<file path="config.mk">
export PLATFORM = sky130hd
export DESIGN_NAME = inst_decode_flat
export DESIGN_NICKNAME = d
export VERILOG_FILES = /design/src/rtl/inst_decode_if.sv /design/src/rtl/inst_decode.sv /design/src/flat_wrapper.sv
export SDC_FILE = /design/constraint.sdc
export NUM_CORES = 1
export LEC_CHECK = 0
export ABC_CLOCK_PERIOD_IN_PS = 16950
export CAP_MARGIN = 20
export CELL_PAD_IN_SITES_DETAIL_PLACEMENT = 1
export CELL_PAD_IN_SITES_GLOBAL_PLACEMENT = 1
export CORE_MARGIN = 8
export CORE_UTILIZATION = 35
export DETAILED_ROUTE_END_ITERATION = 8
export MAX_ROUTING_LAYER = met4
export PLACE_DENSITY_LB_ADDON = 0.1
export REMOVE_ABC_BUFFERS = 1
export SKIP_CTS_REPAIR_TIMING = 1
export SLEW_MARGIN = 25
export SYNTH_ARGS = -nofsm -noshare
export SYNTH_HDL_FRONTEND = slang
export SYNTH_SLANG_ARGS = --single-unit
</file>
<file path="constraint.sdc">
create_clock -name clk -period 16.95 [get_ports clk]
set_clock_uncertainty 0.1 [all_clocks]
set_input_delay 3.39 -clock clk [delete_from_list [all_inputs] [get_ports clk]]
set_output_delay 3.39 -clock clk [all_outputs]
set_load 0.005 [all_outputs]
</file>
<file path="src/rtl/inst_decode_if.sv">
// Boundary of the RV32I decode stage: fetch inputs, register-file read port,
// pipeline control and the registered decode results handed to execute.
interface inst_decode_if;
  logic        stall;
  logic        flush;
  logic        load_use;
  logic [31:0] i_pc;
  logic [31:0] i_inst;
  logic        i_valid;
  logic [4:0]  reg_raddr1;
  logic [4:0]  reg_raddr2;
  logic [31:0] reg_rdata1;
  logic [31:0] reg_rdata2;
  logic [31:0] d_pc;
  logic [31:0] d_inst;
  logic        d_valid;
  logic [6:0]  d_opcode;
  logic [2:0]  d_funct3;
  logic [6:0]  d_funct7;
  logic [4:0]  d_rd;
  logic [4:0]  d_rs1;
  logic [4:0]  d_rs2;
  logic [31:0] d_rs1_v;
  logic [31:0] d_rs2_v;
  logic [31:0] d_imm;
  logic        d_illegal;

  modport master (
    output stall, flush, i_pc, i_inst, i_valid, reg_rdata1, reg_rdata2,
    input  load_use, reg_raddr1, reg_raddr2,
    input  d_pc, d_inst, d_valid, d_opcode, d_funct3, d_funct7, d_rd,
    input  d_rs1, d_rs2, d_rs1_v, d_rs2_v, d_imm, d_illegal
  );

  modport slave (
    input  stall, flush, i_pc, i_inst, i_valid, reg_rdata1, reg_rdata2,
    output load_use, reg_raddr1, reg_raddr2,
    output d_pc, d_inst, d_valid, d_opcode, d_funct3, d_funct7, d_rd,
    output d_rs1, d_rs2, d_rs1_v, d_rs2_v, d_imm, d_illegal
  );
endinterface

</file>
<file path="src/rtl/inst_decode.sv">
// RV32I decode stage: classifies the fetched instruction, builds its immediate,
// captures operands one cycle later and raises a load-use bubble when needed.
module inst_decode #(
  parameter bit C_ILLEGAL_CHECK = 1'b1
) (
  input logic          clk,
  input logic          rst,
  inst_decode_if.slave dec
);

  localparam logic [6:0] OP_LOAD = 7'b0000011;

  typedef enum logic [2:0] {FMT_R, FMT_I, FMT_S, FMT_B, FMT_U, FMT_J, FMT_X} fmt_e;

  // opcode/funct fields are re-sliced from the registered raw instruction.
  typedef struct packed {
    logic [31:0] pc;
    logic [31:0] inst;
    logic        valid;
    logic [4:0]  rd;
    logic [4:0]  rs1;
    logic [4:0]  rs2;
    logic [31:0] rs1_v;
    logic [31:0] rs2_v;
    logic [31:0] imm;
    logic        illegal;
  } dec_t;

  logic [31:0] inst;
  fmt_e        fmt;
  dec_t        nxt;
  dec_t        q;
  logic        rs1_used;
  logic        rs2_used;

  assign inst           = dec.i_inst;
  assign dec.reg_raddr1 = inst[19:15];
  assign dec.reg_raddr2 = inst[24:20];

  always_comb begin
    case (inst[6:0])
      7'b0110011:                                             fmt = FMT_R;
      7'b0010011, 7'b0000011, 7'b1100111, 7'b1110011, 7'b0001111: fmt = FMT_I;
      7'b0100011:                                             fmt = FMT_S;
      7'b1100011:                                             fmt = FMT_B;
      7'b0110111, 7'b0010111:                                 fmt = FMT_U;
      7'b1101111:                                             fmt = FMT_J;
      default:                                                fmt = FMT_X;
    endcase
  end

  // NOTE: every field gets a default before the case so no path leaves one unassigned (no latches).
  always_comb begin
    nxt       = '0;
    nxt.pc    = dec.i_pc;
    nxt.inst  = inst;
    nxt.valid = dec.i_valid;
    nxt.rd    = inst[11:7];
    nxt.rs1   = inst[19:15];
    case (fmt)
      FMT_R: nxt.rs2 = inst[24:20];
      FMT_I: nxt.imm = {{20{inst[31]}}, inst[31:20]};
      FMT_S: begin
        nxt.rd  = '0;
        nxt.rs2 = inst[24:20];
        nxt.imm = {{20{inst[31]}}, inst[31:25], inst[11:7]};
      end
      FMT_B: begin
        nxt.rd  = '0;
        nxt.rs2 = inst[24:20];
        nxt.imm = {{19{inst[31]}}, inst[31], inst[7], inst[30:25], inst[11:8], 1'b0};
      end
      FMT_U: begin
        nxt.rs1 = '0;
        nxt.imm = {inst[31:12], 12'b0};
      end
      FMT_J: begin
        nxt.rs1 = '0;
        nxt.imm = {{11{inst[31]}}, inst[31], inst[19:12], inst[20], inst[30:21], 1'b0};
      end
      default: ;
    endcase
    // x0 always reads as zero, whatever the register file returns.
    nxt.rs1_v   = (nxt.rs1 == '0) ? '0 : dec.reg_rdata1;
    nxt.rs2_v   = (nxt.rs2 == '0) ? '0 : dec.reg_rdata2;
    nxt.illegal = C_ILLEGAL_CHECK && dec.i_valid && (fmt == FMT_X || inst[1:0] != 2'b11);
  end

  assign rs1_used = fmt inside {FMT_R, FMT_I, FMT_S, FMT_B};
  assign rs2_used = fmt inside {FMT_R, FMT_S, FMT_B};

  assign dec.load_use = q.valid && (q.inst[6:0] == OP_LOAD) && (q.rd != '0) && dec.i_valid &&
                        ((rs1_used && inst[19:15] == q.rd) || (rs2_used && inst[24:20] == q.rd)) &&
                        !dec.stall && !dec.flush;

  // NOTE: state registers use non-blocking assignments so every flop samples pre-edge values.
  always_ff @(posedge clk or posedge rst) begin
    if (rst) begin
      q <= '0;
    end else if (dec.stall) begin
      q <= q;
    end else if (dec.flush || dec.load_use) begin
      q <= '0;
    end else begin
      q <= nxt;
    end
  end

  assign dec.d_pc      = q.pc;
  assign dec.d_inst    = q.inst;
  assign dec.d_valid   = q.valid;
  assign dec.d_opcode  = q.inst[6:0];
  assign dec.d_funct3  = q.inst[14:12];
  assign dec.d_funct7  = q.inst[31:25];
  assign dec.d_rd      = q.rd;
  assign dec.d_rs1     = q.rs1;
  assign dec.d_rs2     = q.rs2;
  assign dec.d_rs1_v   = q.rs1_v;
  assign dec.d_rs2_v   = q.rs2_v;
  assign dec.d_imm     = q.imm;
  assign dec.d_illegal = q.illegal;

endmodule

</file>
<file path="src/flat_wrapper.sv">
// flat-port wrapper written by rule: the top's interface ports become plain ports
module inst_decode_flat 
#(
  parameter bit C_ILLEGAL_CHECK = 1'b1
)
  (clk, rst, dec_stall, dec_flush, dec_i_pc, dec_i_inst, dec_i_valid, dec_reg_rdata1, dec_reg_rdata2, dec_load_use, dec_reg_raddr1, dec_reg_raddr2, dec_d_pc, dec_d_inst, dec_d_valid, dec_d_opcode, dec_d_funct3, dec_d_funct7, dec_d_rd, dec_d_rs1, dec_d_rs2, dec_d_rs1_v, dec_d_rs2_v, dec_d_imm, dec_d_illegal);
  inst_decode_if dec_i ();
  input logic clk;
  input logic rst;
  input wire logic [$bits(dec_i.stall)-1:0] dec_stall;
  input wire logic [$bits(dec_i.flush)-1:0] dec_flush;
  input wire logic [$bits(dec_i.i_pc)-1:0] dec_i_pc;
  input wire logic [$bits(dec_i.i_inst)-1:0] dec_i_inst;
  input wire logic [$bits(dec_i.i_valid)-1:0] dec_i_valid;
  input wire logic [$bits(dec_i.reg_rdata1)-1:0] dec_reg_rdata1;
  input wire logic [$bits(dec_i.reg_rdata2)-1:0] dec_reg_rdata2;
  output wire logic [$bits(dec_i.load_use)-1:0] dec_load_use;
  output wire logic [$bits(dec_i.reg_raddr1)-1:0] dec_reg_raddr1;
  output wire logic [$bits(dec_i.reg_raddr2)-1:0] dec_reg_raddr2;
  output wire logic [$bits(dec_i.d_pc)-1:0] dec_d_pc;
  output wire logic [$bits(dec_i.d_inst)-1:0] dec_d_inst;
  output wire logic [$bits(dec_i.d_valid)-1:0] dec_d_valid;
  output wire logic [$bits(dec_i.d_opcode)-1:0] dec_d_opcode;
  output wire logic [$bits(dec_i.d_funct3)-1:0] dec_d_funct3;
  output wire logic [$bits(dec_i.d_funct7)-1:0] dec_d_funct7;
  output wire logic [$bits(dec_i.d_rd)-1:0] dec_d_rd;
  output wire logic [$bits(dec_i.d_rs1)-1:0] dec_d_rs1;
  output wire logic [$bits(dec_i.d_rs2)-1:0] dec_d_rs2;
  output wire logic [$bits(dec_i.d_rs1_v)-1:0] dec_d_rs1_v;
  output wire logic [$bits(dec_i.d_rs2_v)-1:0] dec_d_rs2_v;
  output wire logic [$bits(dec_i.d_imm)-1:0] dec_d_imm;
  output wire logic [$bits(dec_i.d_illegal)-1:0] dec_d_illegal;
  assign dec_i.stall = dec_stall;
  assign dec_i.flush = dec_flush;
  assign dec_i.i_pc = dec_i_pc;
  assign dec_i.i_inst = dec_i_inst;
  assign dec_i.i_valid = dec_i_valid;
  assign dec_i.reg_rdata1 = dec_reg_rdata1;
  assign dec_i.reg_rdata2 = dec_reg_rdata2;
  assign dec_load_use = dec_i.load_use;
  assign dec_reg_raddr1 = dec_i.reg_raddr1;
  assign dec_reg_raddr2 = dec_i.reg_raddr2;
  assign dec_d_pc = dec_i.d_pc;
  assign dec_d_inst = dec_i.d_inst;
  assign dec_d_valid = dec_i.d_valid;
  assign dec_d_opcode = dec_i.d_opcode;
  assign dec_d_funct3 = dec_i.d_funct3;
  assign dec_d_funct7 = dec_i.d_funct7;
  assign dec_d_rd = dec_i.d_rd;
  assign dec_d_rs1 = dec_i.d_rs1;
  assign dec_d_rs2 = dec_i.d_rs2;
  assign dec_d_rs1_v = dec_i.d_rs1_v;
  assign dec_d_rs2_v = dec_i.d_rs2_v;
  assign dec_d_imm = dec_i.d_imm;
  assign dec_d_illegal = dec_i.d_illegal;
  inst_decode #(.C_ILLEGAL_CHECK(C_ILLEGAL_CHECK)) u_core (.clk(clk), .rst(rst), .dec(dec_i));
endmodule
</file>
==> flow_metrics.tcl, run 1 <==
set metrics [dict create \
    hp-class "reg -> reg" \
    gp_congestion 0.871 \
    r2r_setup_slack_ns 13.31 \
    ys_ff_latch 177 \
    synth-edff-count 0 \
    cts_max_path_buffers 2 \
    io-pin-count 338 \
    status "finished, final reports clean" \
    firstDrtPassIters 4 \
    synth_top_cell_area_share_pct 58.8 \
    wl_per_cell_um 25.2 \
    nNetsFinal 1005 \
    overflow 0 \
    die_h_um 163 \
    crit_type "in -> out" \
    yosysUniqueCellTypes 52 \
    cts.sinks 177 \
    io_buffer_count 337 \
    cts_root_buffer "clkbuf_16" \
    grt_pass1_wl_um 44800 \
    finalCritPeriodShare_pct 62.5 \
    cts_made_buffers 17 \
    hp-start "u_core.dec.d_rs1[3]$_DFFE_PP0N_" \
    drc 0 \
    path_max_fanout 16 \
    grt_usage_pct 22.4 \
    path_cells "clkdlybuf4s50_1, or3b_2, a211oi_1, buf_4, inv_1, ha_1, o41a_1, nor4_1, a22oi_1, nor4_1, clkdlybuf4s50_1" \
    antenna_found_initial 1 \
    ir_drop_mv 0.0597 \
    num_vias 6334 \
    fin_setup_tns_ns 0 \
    final_antenna_net_count 0 \
    min_delay_path_depth 1 \
    fmax_ghz 0.0943 \
    rsz0062_at_grt "false" \
    cap_violations 0 \
    dp_hpwl_um 21400 \
    r2r_cells 7 \
    gr-usage-met3_pct 5.41 \
    synthTopCellsByArea "dfrtp_1 59%, a22o_1 12%, a32o_1 6.4%" \
    ys.flop_type "dfrtp_1" \
    cts_max_level 4 \
    cp-start-kind "input port" \
    avgSynthCellArea_um2 12.9 \
    period_needed_ns 10.60 \
    cts_tree "built" \
    critical_path_required_ns 13.46 \
    final_util_pct 54.4 \
    grt_busiest_layer "met2" \
    synth.largest_area_cell "dfrtp_1" \
    holdWs_ns 0.394 \
    wl_um 29200 \
    grtUsageMet2_pct 38.6 \
    clk_latency_ns 0.43 \
    critPathArrivalTime_ns 7.11 \
    rows 53 \
    dieArea_mm2 0.0265 \
    syn_inst 583 \
    grt_pass1_vias 6845 \
    ys.warnings.count 0 \
    drv_slew 0 \
    async_flop_share_pct 100 \
    grt_max_degree 99 \
    clk_pin_slew_ns 0.07 \
    worst_pin_slew_ns 1.07 \
    cp-end-kind "primary output" \
    synthesis.area_mm2 0.00754 \
    die_x_um 163 \
    place_ws_ns 6.40 \
    start_util_pct 35.7 \
    hold_end "u_core.dec.d_rs1[3]$_DFFE_PP0N_" \
    yosysSeqAreaShare_pct 58.8 \
    worst_path_largest_cell_delay_ns 0.70 \
    p_leak_nw 4.98 \
    r2r-end "u_core.dec.d_imm[11]$_DFFE_PP0N_" \
    synthToLayoutAreaGrowth_pct 52.3 \
    hold_viol_final 0 \
    setup_viol 0 \
    fin_ws_ns 6.35 \
    dp.cells 1125 \
    drt_iter0_drc 331 \
    relSlewSlack_pct 28.4 \
    final_cells 1158 \
    cp_slowest_cell "clkdlybuf4s50_1" \
    routed_via_density 5.47 \
    timing.rr.start "u_core.dec.d_rd[1]$_DFFE_PP0N_" \
    drive_gt1_share_pct 9.75 \
    power.density_mw_per_mm2 88.6 \
    core_mm2 0.0211 \
    grtUsageMet1_pct 26.2 \
]
-- per-stage QoR --
| step | area, µm² | total power, mW |
|---|---|---|
| after floorplan | 7080 | 0.509 |
| after global placement | 10900 | 0.623 |
| after detailed placement | 10900 | 0.628 |
| after CTS | 11500 | 1.03 |
| after global routing | 11500 | 1.06 |
| final | 11500 | 1.02 |
-- synthesized netlist by cell type, types with 3 or more instances --
cell        n
nor3_1      3
nand4b_1    3
buf_4      33
a21o_1     12
nand3_1     5
a21boi_0    6
dfrtp_1   177
a21oi_1     4
buf_2      12
or4_1       3
or3b_2      3
buf_6       4
o21ai_0     6
nor2_1      9
a22o_1    102
clkbuf_1   28
a32o_1     48
a22o_2     29
ha_1        3
nand2_1    32
nor4_1      6
xnor2_1     8
inv_1       8
-- registers in the layout, indices dropped and copies added (netlist names), 5 cells and up --
register            flops
u_core.dec.d_rs1_v     32
u_core.dec.d_rs2_v     32
u_core.dec.d_inst      32
u_core.dec.d_imm       32
u_core.dec.d_rs1        5
u_core.dec.d_rs2        5
u_core.dec.d_pc        32
u_core.dec.d_rd         5
-- how the worst max path moves through the flow --
stage                        startpoint      endpoint  cells past startpoint
after global placement    dec_i_inst[4]  dec_load_use                     11
after detailed placement  dec_i_inst[6]  dec_load_use                     11
after CTS                 dec_i_inst[6]  dec_load_use                     11
final                     dec_i_inst[6]  dec_load_use                     11
after floorplan           dec_i_inst[3]  dec_load_use                      8
after global routing      dec_i_inst[6]  dec_load_use                     11
-- layout by cell type, fill, tap and decap left out, types with 2 or more instances in the layout --
master,n
a211oi_1,2
a21bo_2,2
a21boi_0,5
a21o_1,12
a21oi_1,4
a22o_1,102
a22o_2,29
a32o_1,48
buf_4,7
clkbuf_16,17
clkdlybuf4s50_1,336
clkinv_4,2
dfrtp_1,177
ha_1,3
inv_1,7
inv_6,6
inv_8,4
nand2_1,32
nand2b_1,2
nand3_1,5
nand3b_1,2
nand4_1,2
nand4b_1,3
nor2_1,8
nor3_1,3
nor4_1,5
nor4_4,2
o21a_1,2
o21ai_0,5
o31a_1,2
o41ai_1,2
or2_2,2
or3b_2,3
or4_1,3
xnor2_1,8
xor2_1,2
-- layout make-up --
| type | count | area, µm² |
|---|---|---|
| fill | 2195 | 9610 |
| timing repair buffer | 344 | 3430 |
| sequential | 177 | 4430 |
| clock inverter | 14 | 160 |
| inverter | 8 | 35.0 |
| multi-input combinational | 321 | 2640 |
| tap | 275 | 344 |
| antenna | 1 | 2.50 |
| clock buffer | 18 | 439 |
-- critical path, delay by kind of cell --
kind	cells	cell delay (ns)
simple gates	3	1.26
buf+inv	4	1.59
compound gates	3	0.52
fa+ha+maj	1	0.33
-- routing by layer --
metal  share of wire [%]  wire length, µm
met5                   0                0
met1                  41            11900
met4                 1.0              306
met2                  52            15300
met3                 5.6             1640
-- kinds of logic after synthesis --
group                    share of synthesized area, %
AO/OA/AOI/OAI                                    27.1
XOR/XNOR                                         1.16
adder cells (fa/ha/maj)                         0.498
buffers and inverters                            6.48
flip-flops                                       58.8
AND/OR/NAND/NOR                                  6.03
-- power by group --
| part | switching, mW | internal (mW) |
|---|---|---|
| registers | 0.0159 | 0.443 |
| clock network | 0.185 | 0.215 |
| logic | 0.0658 | 0.0929 |
| total | 0.266 | 0.751 |
(Power assumes the default switching activity.)
==> run 2, diff against run 1 <==
ABC_CLOCK_PERIOD_IN_PS = 9400   (was 16950)
CORE_UTILIZATION = 29   (was 35)
clock period = 9.4 ns   (was 16.95 ns; I/O delays follow)
==> run 2 against run 1 <==
  * Register-to-register slack lost 7.5 ns
  * Critical path type unchanged
  * Wire length grew 2.8%
  * Global-route usage shrank 3.2 points
  * First-iteration DRC count grew 2.7%
==> flow_metrics.tcl, run 2 (same netlist as run 1, synthesis figures left out) <==
set metrics [dict create \
    status "finished, final reports clean" \
    final_antenna_net_count 0 \
    cp-start-kind "input port" \
    path_max_fanout 16 \
    critPathArrivalTime_ns 5.66 \
    grt_usage_pct 19.2 \
    hp-start "u_core.dec.d_rs1[3]$_DFFE_PP0N_" \
    design_area_mm2 0.0115 \
    hold_viol_final 0 \
    relSlewSlack_pct 32.3 \
    rows 59 \
    power.density_mw_per_mm2 156 \
    cap_violations 0 \
    grt_max_degree 104 \
    place_ws_ns 1.87 \
    min_delay_path_depth 1 \
    overflow 0 \
    r2r_cells 7 \
    layout_commonest_cell "clkdlybuf4s50_1" \
    hp-class "reg -> reg" \
    clk_pin_slew_ns 0.06 \
    core_mm2 0.0258 \
    cts_tree "built" \
    grt_pass1_vias 6768 \
    synthToLayoutAreaGrowth_pct 52.9 \
    r2r_setup_slack_ns 5.79 \
    cts_root_buffer "clkbuf_16" \
    dieArea_mm2 0.0314 \
    critical_path_required_ns 7.42 \
    cts_max_path_buffers 2 \
    gp_congestion 0.886 \
    cp-end-kind "primary output" \
    final_cell_mix "336 x clkdlybuf4s50_1, 177 x dfrtp_1, 102 x a22o_1" \
    fmax_ghz 0.131 \
    start_util_pct 29.3 \
    die_x_um 177 \
    fin_ws_ns 1.76 \
    cp_top_family "buffers and inverters" \
    timing.rr.start "u_core.dec.d_rd[1]$_DFFE_PP0N_" \
    cts_made_buffers 17 \
    num_vias 6332 \
    path_cells "clkdlybuf4s50_1, or3b_2, a211oi_1, buf_4, inv_1, ha_1, o41a_1, nor4_1, a22oi_1, nor4_1, clkdlybuf4s50_1" \
    wl_um 30000 \
    finalCritPeriodShare_pct 81.3 \
    wl_per_cell_um 24.6 \
    cts.sinks 177 \
    ir_drop_mv 0.0862 \
    crit_type "in -> out" \
    drv_slew 0 \
    cts_max_level 4 \
    io_buffer_count 337 \
    cp_slowest_cell "clkdlybuf4s50_1" \
    worst_pin_slew_ns 1.01 \
    fill_cells 2704 \
    rsz0062_at_grt "false" \
    hold_end "u_core.dec.d_rs1[3]$_DFFE_PP0N_" \
    crit_start "dec_i_inst[6]" \
    routed_via_density 5.19 \
    grt_pass1_wl_um 45000 \
    r2r-end "u_core.dec.d_rs2[2]$_DFFE_PP0N_" \
    worst_path_largest_cell_delay_ns 0.70 \
    drt_iter0_drc 340 \
    setup_viol 0 \
    io-pin-count 338 \
    antenna_found_initial 0 \
    clk_latency_ns 0.44 \
    period_needed_ns 7.64 \
    die_h_um 177 \
    drc 0 \
    dp_hpwl_um 22000 \
    post_dp_cell_area_mm2 0.0110 \
    drive_gt1_share_pct 9.73 \
    crit_buf_inv 4 \
    fin_setup_tns_ns 0 \
    p_leak_nw 4.96 \
    nNetsFinal 1007 \
    firstDrtPassIters 4 \
]
run 2: changes by cell type in the layout (fill, tap and decap cells not counted), sizes merged:
cell      delta
clkinv       +2
clkbuf       +1
bufinv       -1
inv          -4
clkinvlp     +2
buf          +2
run 2: cell type report:
cell class | instances | area, µm² | area share (%)
Tap cell | 335 | 419 | 3.64
Timing Repair Buffer | 346 | 3450 | 29.9
Clock inverter | 13 | 125 | 1.09
Inverter | 8 | 37.5 | 0.326
Multi-Input combinational cell | 321 | 2630 | 22.8
Sequential cell | 177 | 4430 | 38.4
Clock buffer | 19 | 433 | 3.76
Antenna cell | 1 | 2.50 | 0.0217
run 2: stage by stage:
step / hold WS [ns] / utilization (%) / instances / total power, mW
after floorplan: 0.387 / - / 506 / 0.919
after global placement: 0.374 / 42.5 / 1187 / 1.13
after detailed placement: 0.381 / 42.5 / 1187 / 1.13
after CTS: 0.397 / 44.7 / 1219 / 1.83
after global routing: 0.421 / 44.7 / 1219 / 1.88
final: 0.392 / 44.7 / 1220 / 1.80
run 2: layer usage:
layer | vias up | track usage, % | share of wire, % | routed length [µm]
met5 | - | - | 0 | 0
met4 | 0 | 5.64 | 1.6 | 480
met3 | 30 | 4.10 | 5.8 | 1750
met2 | 246 | 31.0 | 49 | 14700
met1 | 3245 | 24.0 | 44 | 13100
li1 | 2811 | - | - | -
run 2: worst max-delay path by stage:
stage / cells after the start / to
floorplan: 6 / u_core.dec.d_illegal$_DFFE_PP0N_
global placement: 11 / dec_load_use
detailed placement: 11 / dec_load_use
CTS: 11 / dec_load_use
global route: 11 / dec_load_use
finish: 11 / dec_load_use
run 2: worst register-to-register path, stage by stage, from the launching register on:
cell     delay (ns)
dfrtp_1        0.47
or4_1          0.55
nor2_1         0.22
nor2_1         0.08
a32o_2         0.34
nor2_4         0.58
buf_4          0.83
a32o_1         0.38
run 2: power by group:
group	total [mW]	switching, mW	internal [mW]
Combinational	0.288	0.120	0.168
Sequential	0.828	0.0289	0.800
Clock	0.684	0.335	0.349
Total	1.80	0.484	1.32
